--- src/rtl/seq_pulse_tx.sv ---
// Serial P1/P2 symbol transmitter: sends a latched pattern MSB-first,
// one pulse per symbol, with GAP idle cycles after each symbol.
module seq_pulse_tx #(
  parameter int MAX_LEN = 8,
  parameter int LEN_W   = 4,
  parameter int GAP     = 1
) (
  input  logic               clk,
  input  logic               reset,
  input  logic               start,
  input  logic               abort,
  input  logic [MAX_LEN-1:0] pattern,
  input  logic [LEN_W-1:0]   len,
  output logic               P1,
  output logic               P2,
  output logic               busy,
  output logic               done
);

  typedef enum logic [1:0] {
    ST_IDLE,
    ST_SEND,
    ST_GAP,
    ST_DONE
  } state_t;

  localparam int GW = (GAP > 1) ? $clog2(GAP) : 1;
  localparam logic [GW-1:0] GLAST =
    GW'((GAP > 0) ? GAP - 1 : 0);
  localparam logic [LEN_W-1:0] LMAX = LEN_W'(MAX_LEN);

  state_t             state_q, state_d;
  logic [MAX_LEN-1:0] sr_q, sr_d;
  logic [LEN_W-1:0]   cnt_q, cnt_d;
  logic [GW-1:0]      gcnt_q, gcnt_d;
  logic               p1_q, p1_d;
  logic               p2_q, p2_d;
  logic               busy_q, busy_d;
  logic               done_q, done_d;
  logic [LEN_W-1:0]   len_eff;

  assign len_eff = (len > LMAX) ? LMAX : len;

  always_ff @(posedge clk or negedge reset) begin
    if (!reset) begin
      state_q <= ST_IDLE;
      sr_q    <= '0;
      cnt_q   <= '0;
      gcnt_q  <= '0;
      p1_q    <= 1'b0;
      p2_q    <= 1'b0;
      busy_q  <= 1'b0;
      done_q  <= 1'b0;
    end else begin
      state_q <= state_d;
      sr_q    <= sr_d;
      cnt_q   <= cnt_d;
      gcnt_q  <= gcnt_d;
      p1_q    <= p1_d;
      p2_q    <= p2_d;
      busy_q  <= busy_d;
      done_q  <= done_d;
    end
  end

  always_comb begin
    state_d = state_q;
    sr_d    = sr_q;
    cnt_d   = cnt_q;
    gcnt_d  = gcnt_q;
    unique case (state_q)
      ST_IDLE: begin
        if (start) begin
          if (len_eff != '0) begin
            // left-align so the first symbol sits in the MSB
            state_d = ST_SEND;
            sr_d    = pattern << (LMAX - len_eff);
            cnt_d   = len_eff;
          end else begin
            state_d = ST_DONE;
          end
        end
      end
      ST_SEND: begin
        sr_d  = sr_q << 1;
        cnt_d = cnt_q - LEN_W'(1);
        if (abort) begin
          state_d = ST_IDLE;
        end else if (GAP > 0) begin
          state_d = ST_GAP;
          gcnt_d  = GLAST;
        end else if (cnt_q > LEN_W'(1)) begin
          state_d = ST_SEND;
        end else begin
          state_d = ST_DONE;
        end
      end
      ST_GAP: begin
        if (abort) begin
          state_d = ST_IDLE;
        end else if (gcnt_q != '0) begin
          gcnt_d = gcnt_q - GW'(1);
        end else if (cnt_q != '0) begin
          state_d = ST_SEND;
        end else begin
          state_d = ST_DONE;
        end
      end
      ST_DONE: begin
        state_d = ST_IDLE;
      end
      default: begin
        state_d = ST_IDLE;
      end
    endcase
  end

  // outputs are registered from the state being entered
  always_comb begin
    p1_d   = (state_d == ST_SEND) && sr_d[MAX_LEN-1];
    p2_d   = (state_d == ST_SEND) && !sr_d[MAX_LEN-1];
    busy_d = (state_d == ST_SEND) || (state_d == ST_GAP);
    done_d = (state_d == ST_DONE);
  end

  assign P1   = p1_q;
  assign P2   = p2_q;
  assign busy = busy_q;
  assign done = done_q;

endmodule

--- config.mk ---
export PLATFORM = sky130hd
export DESIGN_NAME = seq_pulse_tx
export DESIGN_NICKNAME = d
export VERILOG_FILES = /design/src/rtl/seq_pulse_tx.sv
export SDC_FILE = /design/constraint.sdc
export NUM_CORES = 1
export LEC_CHECK = 0
export ABC_AREA = 1
export CAP_MARGIN = 30
export CORE_MARGIN = 8
export CORE_UTILIZATION = 47
export DETAILED_ROUTE_END_ITERATION = 12
export GPL_ROUTABILITY_DRIVEN = 0
export PLACE_DENSITY = 0.85
export SYNTH_ARGS = -nofsm -noshare
export SYNTH_HDL_FRONTEND = slang
export SYNTH_SLANG_ARGS = --single-unit
--- constraint.sdc ---
create_clock -name clk -period 1.65 [get_ports clk]
set_input_delay 0.165 -clock clk [delete_from_list [all_inputs] [get_ports clk]]
set_output_delay 0.165 -clock clk [all_outputs]
set_load 0.03 [all_outputs]
==> flow_summary.toml, run 1 <==
[sta]
relSlewSlack_pct = 77.4
finalMaxSlewViolations = 0
fin_crit_ns = 1.58
hold_violations = 0
max_freq_ghz = 0.633
final.setup.tns_ns = 0
grt_setup_unrepaired = "no"
period_share_pct = 95.7
clock-skew-final_ns = 0.00125
finalSetupViolations = 0
hold_ws_ns = 0.186
max_slew.worst_pin.slew_ns = 0.338

[floorplan]
num_io_pins = 20
initial_core_util_pct = 49.3
fp.dieH_um = 67.0
coreArea_um2 = 2480
design.die.area_um2 = 4480
rows = 18
dieWidth_um = 67.0

[setup_path]
endpoint_kind = "flip-flop"
worst-path-max-fanout = 3
critPathArrivalTime_ns = 1.81
critical_path_class = "input port to flip-flop"
worstSetupStartpointType = "input port"
worstPathRequired_ns = 1.88

[synth]
synth_cell_types = 27
syn-num-nets = 185
syn-instance-count = 164
ys_seq_area_share_pct = 36.9
yosysTopAreaCell = "dfrtp_1"
yosys-top-cells-area = "dfrtp_1, nand2_1, inv_1"
synth_area_um2 = 1220
synth_top_area_share_pct = 36.9
synth-seq-cells = 18
syn_avg_cell_area_um2 = 7.45
ys_warn_count = 0

[detailed_routing]
drtIter0Drc = 71
ant_nets = 0
post_drt_wl_per_cell_um = 13.1
vias_per_cell = 5.20
dr.pass1.iters = 5
dr_total_vias = 1237
drc = 0
wl_um = 3130

[clock_network]
ctsHoldBuffers = 0
cts_tree = "built"
cts.sinks = 18
cts_root_buf = "clkbuf_4"
clock_path_buffers = 2
numCtsBuffers = 3
clock_latency_ns = 0.29
htree_levels = 1
clk_pin_slew_ns = 0.10

[job]
drv_cap = 0

[layout]
nFillCells = 211
fin_util_pct = 67.5
final_area_um2 = 1670
nNetsFinal = 230
diodes = 0
regArea_um2 = 450
multi_input_area_um2 = 674
area_delta_synth_final_pct = 37.0
final_layout_size_suffix_gt1_share_pct = 27.4

[grt]
grt_max_degree = 19
track_usage_pct = 14.7
grt_first_pass_wirelength_um = 5200
antenna_found_initial = 0
grt-ovfl-total = 0
grt_pass1_vias = 1247

[power]
combPwrFrac_pct = 50.7
p_int_mw = 1.15
pwr_density_cell_nw_per_um2 = 1170
switching_share_pct = 41.1
switching_power_mw = 0.806
peakVddDrop_uv = 788
leakage_nw = 0.861
seqPwrFrac_pct = 35.4
clkPwrFrac_pct = 13.9

[status]
run_status = "finished, final reports clean"

[placement]
hpwl_um = 2460
port_buffers = 19
placed_area_um2 = 1600

[worst_hold_path]
hp-class = "input port to asynchronous set/reset pin"
==> final timing paths <==
check / cells after the start / slack (ns) / from / end
worst max-delay path: 16 / 0.07 / len[2] / P2$_DFF_PN0_
worst min-delay path: 2 / 0.19 / reset / done$_DFF_PN0_
worst max register to register: 8 / 0.12 / cnt_q[0]$_DFFE_PN0P_ / P2$_DFF_PN0_
worst min register to register: 2 / 0.52 / sr_q[2]$_DFFE_PN0P_ / sr_q[3]$_DFFE_PN0P_
max in group asynchronous: 2 / 1.27 / reset / sr_q[1]$_DFFE_PN0P_
min in group clk: 5 / 0.38 / len[1] / cnt_q[1]$_DFFE_PN0P_
==> state kept, by name (all words and copies together), names as in the netlist <==
| signal | cells |
|---|---|
| sr_q | 8 |
| cnt_q | 4 |
| state_q | 2 |
| P1 | 1 |
| P2 | 1 |
| busy | 1 |
| done | 1 |
==> placed cells by master, fill, tap and decap left out <==
cell type / instances
nand2_1: 37
inv_1: 26
buf_4: 24
nand3_1: 19
dfrtp_1: 18
clkdlybuf4s50_1: 15
nand2_2: 6
nor2_1: 6
o21ai_0: 6
nand3_2: 4
ha_1: 4
inv_2: 3
nand2_4: 3
o22ai_1: 3
a21oi_2: 3
o21ai_1: 3
clkbuf_4: 3
a21oi_1: 2
nand3b_1: 2
xor2_1: 2
nor2_2: 2
o211ai_1: 2
o21ai_2: 2
clkbuf_2: 2
nor2_4: 1
nor3b_2: 1
nand4_1: 1
a31oi_1: 1
inv_4: 1
o221ai_1: 1
xnor2_1: 1
ha_4: 1
clkbuf_8: 1
clkdlybuf4s15_1: 1
dlygate4sd2_1: 1
==> per-stage QoR <==
step	total power, mW	setup WS, ns	std cells
CTS	1.94	0.00763	236
finish	1.96	0.0713	238
global placement	1.59	-0.500	229
floorplan	1.30	-0.0328	164
detailed placement	1.64	-0.584	229
global route	2.10	0.00472	238
==> kinds of logic (layout without fill, tap and decap cells) <==
| family | after synthesis | count (layout) | synth area share, % |
|---|---|---|---|
| AND/OR/NAND/NOR | 82 | 82 | 33.2 |
| buffers and inverters | 33 | 77 | 11.5 |
| AO/OA/AOI/OAI | 23 | 23 | 11.2 |
| flip-flops | 18 | 18 | 36.9 |
| adder cells (fa/ha/maj) | 5 | 5 | 5.12 |
| XOR/XNOR | 3 | 3 | 2.15 |
==> power groups by stage <==
| stage | clock [mW] | combinational (mW) | sequential (mW) |
|---|---|---|---|
| global placement | 0 | 0.902 | 0.686 |
| finish | 0.272 | 0.994 | 0.695 |
| CTS | 0.274 | 0.972 | 0.689 |
| global route | 0.304 | 1.09 | 0.711 |
| floorplan | 0 | 0.566 | 0.730 |
| detailed placement | 0 | 0.948 | 0.695 |
==> area by class of cell <==
class / count / area share [%]
multi-input cells: 113 / 40.3
well taps: 30 / 2.24
repair buffers: 43 / 21.5
clock buffers: 4 / 2.17
inverters: 30 / 6.88
flip-flops and latches: 18 / 26.9
==> synth_stat cells (all sizes together) <==
cell and number:
o21ai 11, nand3b 2, a31oi 1, nand2 46, nand4 1, nor2 9, buf 1, nand3 23
clkbuf 2, inv 30, xor2 2, o22ai 3, o221ai 1, ha 5, xnor2 1, a21oi 5
nor3b 1, o211ai 2, dfrtp 18
==> what timing repair did <==
item,in CTS,in global routing
resized for setup,8,5
pin swaps,3,5
buffers inserted,3,2
setup endpoints to repair,16,7
cloned,0,0
==> layer usage <==
metal	global-route usage, %	part of all wire [%]	vias up
met2	26.3	50	44
met3	2.01	5.2	10
met1	15.5	42	568
li1	-	-	615
met4	10.4	2.8	0
met5	0	0	-
==> worst max-delay path: stages <==
cell and delay, ns:
clkdlybuf4s15_1 0.20, inv_2 0.07, nand2_2 0.06, nand2_4 0.09
nand2_4 0.06, ha_4 0.16, nor3b_2 0.16, nor2_1 0.13
inv_1 0.09, buf_4 0.13, buf_4 0.12, nand2_1 0.07
nand2_2 0.06, nand2_2 0.09, nand2_2 0.07, nor2_2 0.08
Note: power is estimated with default switching activity, not from simulation.
==> run 2: changes to the inputs <==
- ABC_AREA: 1 -> 0
- CAP_MARGIN: 30 -> 20
- PLACE_DENSITY: 0.85 -> 0.86
==> run 2 against run 1 <==
Maximum frequency shrank 0.97%. Sequential power grew 3.5%. Area after synthesis shrank 0.20%. Critical path depth shrank 11. Final area grew 3.7%. Clock skew grew 0.0072 ns. Worst hold slack lost 0.0040 ns. Register-to-register slack lost 0.06 ns. Combinational power shrank 4.3%. Global-route usage grew 1.3 points. Setup slack lost 0.015 ns. Highest routed layer unchanged.
==> flow_summary.toml, run 2 <==
[synth]
synth_top_area_share_pct = 37.0
syn_avg_cell_area_um2 = 9.75
syn-num-nets = 146
syn-instance-count = 125
async_reset_ff_share_pct = 100
netlist_top_cells_count = "dfrtp_1, nand2_1, nor2_1, inv_1"
synth_edf_count = 0
synth-seq-cells = 18
synth_cell_types = 39
ys_warn_count = 0
yosysMostFrequentCell = "dfrtp_1"
yosys-top-cells-area = "dfrtp_1, ha_1, mux2i_1"
yosysTopAreaCell = "dfrtp_1"
ys_seq_area_share_pct = 37.0
synth_area_um2 = 1220
synth_ff_type = "dfrtp_1"

[setup_path]
cp_slowest_stage_delay_ns = 0.42
worst-path-max-fanout = 4
worstSetupStartpointType = "flip-flop"
worstPathRequired_ns = 1.83
critical_path.top_delay_family = "compound AO/OA/AOI/OAI gates"
critPathArrivalTime_ns = 1.77
critical_path_class = "flip-flop to flip-flop"
endpoint_kind = "flip-flop"
slowest_stage = "dfrtp_2"
path_buf_inv = 1
crit_chain = "buf_4, nor2_1, a311o_2, a2111oi_4, a211oi_2"

[power]
peakVddDrop_uv = 949
pwr_density_cell_nw_per_um2 = 1120
switching_share_pct = 37.7
total_power_mw = 1.94
combPwrFrac_pct = 48.9
switching_power_mw = 0.734
seqPwrFrac_pct = 37.0
leakage_nw = 0.772
clkPwrFrac_pct = 14.1
p_int_mw = 1.21

[sta]
period_share_pct = 96.6
relSlewSlack_pct = 75.3
clock-skew-final_ns = 0.00848
fin_crit_ns = 1.59
final.setup.tns_ns = 0
max_slew.worst_pin.slew_ns = 0.368
finalSetupViolations = 0
finalMaxSlewViolations = 0
hold_violations = 0
grt_setup_unrepaired = "yes"
max_freq_ghz = 0.627

[grt]
antenna_found_initial = 0
grt-ovfl-total = 0
grt_first_pass_wirelength_um = 5560
track_usage_pct = 16.1
grt_max_degree = 19
grt_pass1_vias = 1219

[status]
run_status = "finished, final reports clean"

[layout]
final_layout_size_suffix_gt1_share_pct = 32.4
area_delta_synth_final_pct = 42.3
largest_reg_flops = 8
nNetsFinal = 192
final_area_um2 = 1730
regMostFlops = "sr_q"
reg.largest.list = "sr_q (8), cnt_q (4), state_q (2)"
final_cell_mix = "buf_4, dfrtp_1, clkdlybuf4s50_1, nand2_1, nor2_1"
final_common_cell = "buf_4"
diodes = 0
instances_no_fill = 200

[detailed_routing]
dr_total_vias = 1156
drtIter0Drc = 60
post_drt_wl_per_cell_um = 16.3
drc = 0
vias_per_cell = 5.78
ant_nets = 0
dr.pass1.iters = 4
wl_um = 3260

[clock_network]
cts_root_buf = "clkbuf_4"
cts_tree = "built"
numCtsBuffers = 3
htree_levels = 1
ctsHoldBuffers = 0
clock_path_buffers = 2
cts.sinks = 18
clock_latency_ns = 0.30
clk_pin_slew_ns = 0.10

[job]
drv_cap = 0

[floorplan]
design.die.area_um2 = 4480
rows = 18
coreArea_um2 = 2480
fp.dieH_um = 66.9
num_io_pins = 20
initial_core_util_pct = 49.2
dieWidth_um = 66.9

[placement]
hpwl_um = 2550
port_buffers = 19
placedCellCount = 194
placed_area_um2 = 1630

[worst_hold_path]
hp-class = "input port to asynchronous set/reset pin"
## run 2: per-stage QoR
step                util (%)  hold WS (ns)  setup slack, ns
floorplan                  -        -0.131           -0.170
global placement        65.7         0.461           -0.418
detailed placement      65.7         0.464           -0.468
CTS                     68.8         0.193          0.00375
global route            70.0         0.213          -0.0251
finish                  70.0         0.182           0.0558
## run 2: metal layers
metal  up-vias  GRT usage (%)  wire length (um)  part of all wire, %
li1        547              -                 -                    -
met1       558           17.3              1270                   39
met2        40           29.7              1740                   53
met3        11           2.85               152                  4.7
met4         0           6.79                88                  2.7
met5         -              0                 0                    0
## run 2: cell type report
cell class	instances	area (um^2)
well taps	30	37.5
repair buffers	47	399
clock buffers	4	36.3
flip-flops and latches	18	452
multi-input cells	91	767
fillers	193	743
inverters	10	42.5
## run 2: kinds of logic (layout without fill, tap and decap cells)
group / Yosys count / after routing / synth area share (%)
and+or+nand+nor: 38 / 38 / 16.3
AOI/OAI and AO/OA: 36 / 36 / 22.4
DFF: 18 / 18 / 37.0
buffers and inverters: 16 / 61 / 6.67
muxes: 10 / 10 / 10.5
adders and majority gates: 5 / 5 / 5.13
xor gates and xnor gates: 2 / 2 / 2.05
## run 2: timing repair
action | CTS | global route
gates resized for setup | 10 | 8
setup buffers | 1 | 1
endpoints found under the setup margin | 10 | 9
pin swaps | 2 | 7
## run 2: worst register-to-register path: stages, from the launching register on
cell and delay, ns:
dfrtp_2 0.42, buf_4 0.14, nor2_1 0.05, a311o_2 0.41
a2111oi_4 0.36, a211oi_2 0.08
## run 2: worst paths after layout
path                                           start              endpoint  slack (ns)  cells past startpoint
min in group clk                              len[1]  cnt_q[1]$_DFFE_PN0P_        0.47                      4
max in group asynchronous                      reset  state_q[0]$_DFF_PN0_        1.26                      2
worst min register to register   sr_q[0]$_DFFE_PN0P_   sr_q[0]$_DFFE_PN0P_        0.50                      2
worst min-delay path                           reset  cnt_q[1]$_DFFE_PN0P_        0.18                      2
worst max-delay path            state_q[0]$_DFF_PN0_          P1$_DFF_PN0_        0.06                      5
worst max register to register  state_q[0]$_DFF_PN0_          P1$_DFF_PN0_        0.06                      5
## run 2: power groups by stage
| stage | combinational (mW) | sequential [mW] | clock, mW |
|---|---|---|---|
| final | 0.951 | 0.719 | 0.274 |
| after global routing | 1.03 | 0.738 | 0.289 |
| after CTS | 0.905 | 0.706 | 0.275 |
| after detailed placement | 0.876 | 0.700 | 0 |
| after global placement | 0.827 | 0.694 | 0 |
| after floorplan | 0.463 | 0.738 | 0 |
==> run 3: changes to the inputs <==
- PLACE_DENSITY: 0.86 -> 0.77
- SKIP_CTS_REPAIR_TIMING: not set -> 1
==> run 3 against run 2 <==
Power down 4.3%. Maximum frequency down 2.8%. Via count down 4.2%. Die area unchanged. Flip-flop and latch count unchanged. Cell count down 1.0%. Sequential power down 2%. Non-clock buffer count down 2. Critical path depth up 3. Core utilization down 0.81 points. Sequential share of layout area up 0.23 points.
==> flow_summary.toml, run 3 (synthesis results as in run 2) <==
[layout]
regMostFlops = "sr_q"
diodes = 0
nFillCells = 206
area_delta_synth_final_pct = 40.7
final_layout_size_suffix_gt1_share_pct = 28.0
fin_util_pct = 69.2
final_cell_mix = "buf_4, dfrtp_1, clkdlybuf4s50_1, nand2_1, inv_1"
reg.largest.list = "sr_q (8), cnt_q (4), state_q (2)"
instances_no_fill = 198
nNetsFinal = 190
final_common_cell = "buf_4"
largest_reg_flops = 8

[sta]
max_slew.worst_pin.slew_ns = 0.311
clock-skew-final_ns = 0.00414
fin_crit_ns = 1.64
finalMaxSlewViolations = 0
relSlewSlack_pct = 79.2
max_freq_ghz = 0.610
period_share_pct = 99.4
hold_violations = 0
finalSetupViolations = 0
grt_setup_unrepaired = "yes"
final.setup.tns_ns = 0
hold_ws_ns = 0.176

[power]
total_power_mw = 1.86
switching_share_pct = 36.7
combPwrFrac_pct = 47.5
leakage_nw = 0.791
p_int_mw = 1.18
seqPwrFrac_pct = 37.8
switching_power_mw = 0.682
peakVddDrop_uv = 799
pwr_density_cell_nw_per_um2 = 1090
clkPwrFrac_pct = 14.7

[placement]
placedCellCount = 193
hpwl_um = 2280
port_buffers = 19

[grt]
grt_pass1_vias = 1126
grt_max_degree = 19
grt_first_pass_wirelength_um = 4760
antenna_found_initial = 0
grt-ovfl-total = 0
track_usage_pct = 13.4

[clock_network]
clk_pin_slew_ns = 0.10
cts.sinks = 18
clock_latency_ns = 0.30
numCtsBuffers = 3
cts_tree = "built"
htree_levels = 1
cts_root_buf = "clkbuf_4"
clock_path_buffers = 2

[floorplan]
design.die.area_um2 = 4480
fp.dieH_um = 66.9
dieWidth_um = 66.9
coreArea_um2 = 2480
initial_core_util_pct = 49.2
num_io_pins = 20
rows = 18

[detailed_routing]
drc = 0
dr_total_vias = 1108
dr.pass1.iters = 4
post_drt_wl_per_cell_um = 14.5
ant_nets = 0
wl_um = 2860
vias_per_cell = 5.60
drtIter0Drc = 57

[setup_path]
critPathLaunch = "cnt_q[1]$_DFFE_PN0P_"
endpoint_kind = "flip-flop"
slowest_stage = "dfrtp_1"
cp_slowest_stage_delay_ns = 0.37
worstSetupStartpointType = "flip-flop"
r2r-end = "P1$_DFF_PN0_"
critical_path_class = "flip-flop to flip-flop"
worst-path-max-fanout = 3
critPathArrivalTime_ns = 1.84
crit_chain = "inv_1, ha_1, nor4b_2, a21oi_1, o22a_1, ha_1, inv_1, a211oi_1"
path_buf_inv = 2
r2r_slack_ns = 0.01
reg2reg_from = "cnt_q[1]$_DFFE_PN0P_"
worstPathRequired_ns = 1.85
r2r_cells = 8
critical_path.top_delay_family = "compound AO/OA/AOI/OAI gates"

[job]
drv_cap = 0

[status]
run_status = "finished, final reports clean"

[worst_hold_path]
hp-class = "input port to asynchronous set/reset pin"
==> run 3: layout make-up <==
cell class                      instances  area, um^2  area share, %
Clock buffer                            4        36.3           2.12
Inverter                               10        42.5           2.48
Sequential cell                        18         450           26.3
Tap cell                               30        37.5           2.19
Multi-Input combinational cell         91         744           43.4
Timing Repair Buffer                   45         403           23.5
==> run 3: how the worst max path moves through the flow <==
stage | slack (ns) | endpoint | depth (start not counted)
after global routing | -0.1 | P1$_DFF_PN0_ | 5
after detailed placement | -0.49 | P1$_DFF_PN0_ | 7
after CTS | -0.18 | P1$_DFF_PN0_ | 7
after global placement | -0.44 | sr_q[2]$_DFFE_PN0P_ | 7
final | 0.01 | P1$_DFF_PN0_ | 8
after floorplan | -0.17 | P1$_DFF_PN0_ | 10
==> run 3: stage by stage <==
stage	area, um^2	setup WS, ns
2_1_floorplan	1260	-0.170
3_3_place_gp	1620	-0.435
3_5_place_dp	1620	-0.493
4_1_cts	1660	-0.179
5_1_grt	1710	-0.0958
6_report	1710	0.0103
==> run 3: power groups by stage <==
stage / logic [mW] / clock network (mW) / registers (mW)
floorplan: 0.463 / 0 / 0.738
global placement: 0.821 / 0 / 0.696
detailed placement: 0.845 / 0 / 0.696
CTS: 0.846 / 0.282 / 0.691
global route: 0.970 / 0.302 / 0.719
finish: 0.883 / 0.273 / 0.704
==> run 3: routing by layer <==
layer | vias to the layer above | share of wire [%] | wire length [um] | global-route usage, %
met5 | - | 0 | 0 | 0
met1 | 512 | 45 | 1280 | 16.2
met2 | 39 | 45 | 1290 | 20.7
met3 | 7 | 7.9 | 225 | 3.36
met4 | 0 | 2.2 | 64 | 8.36
li1 | 550 | - | - | -
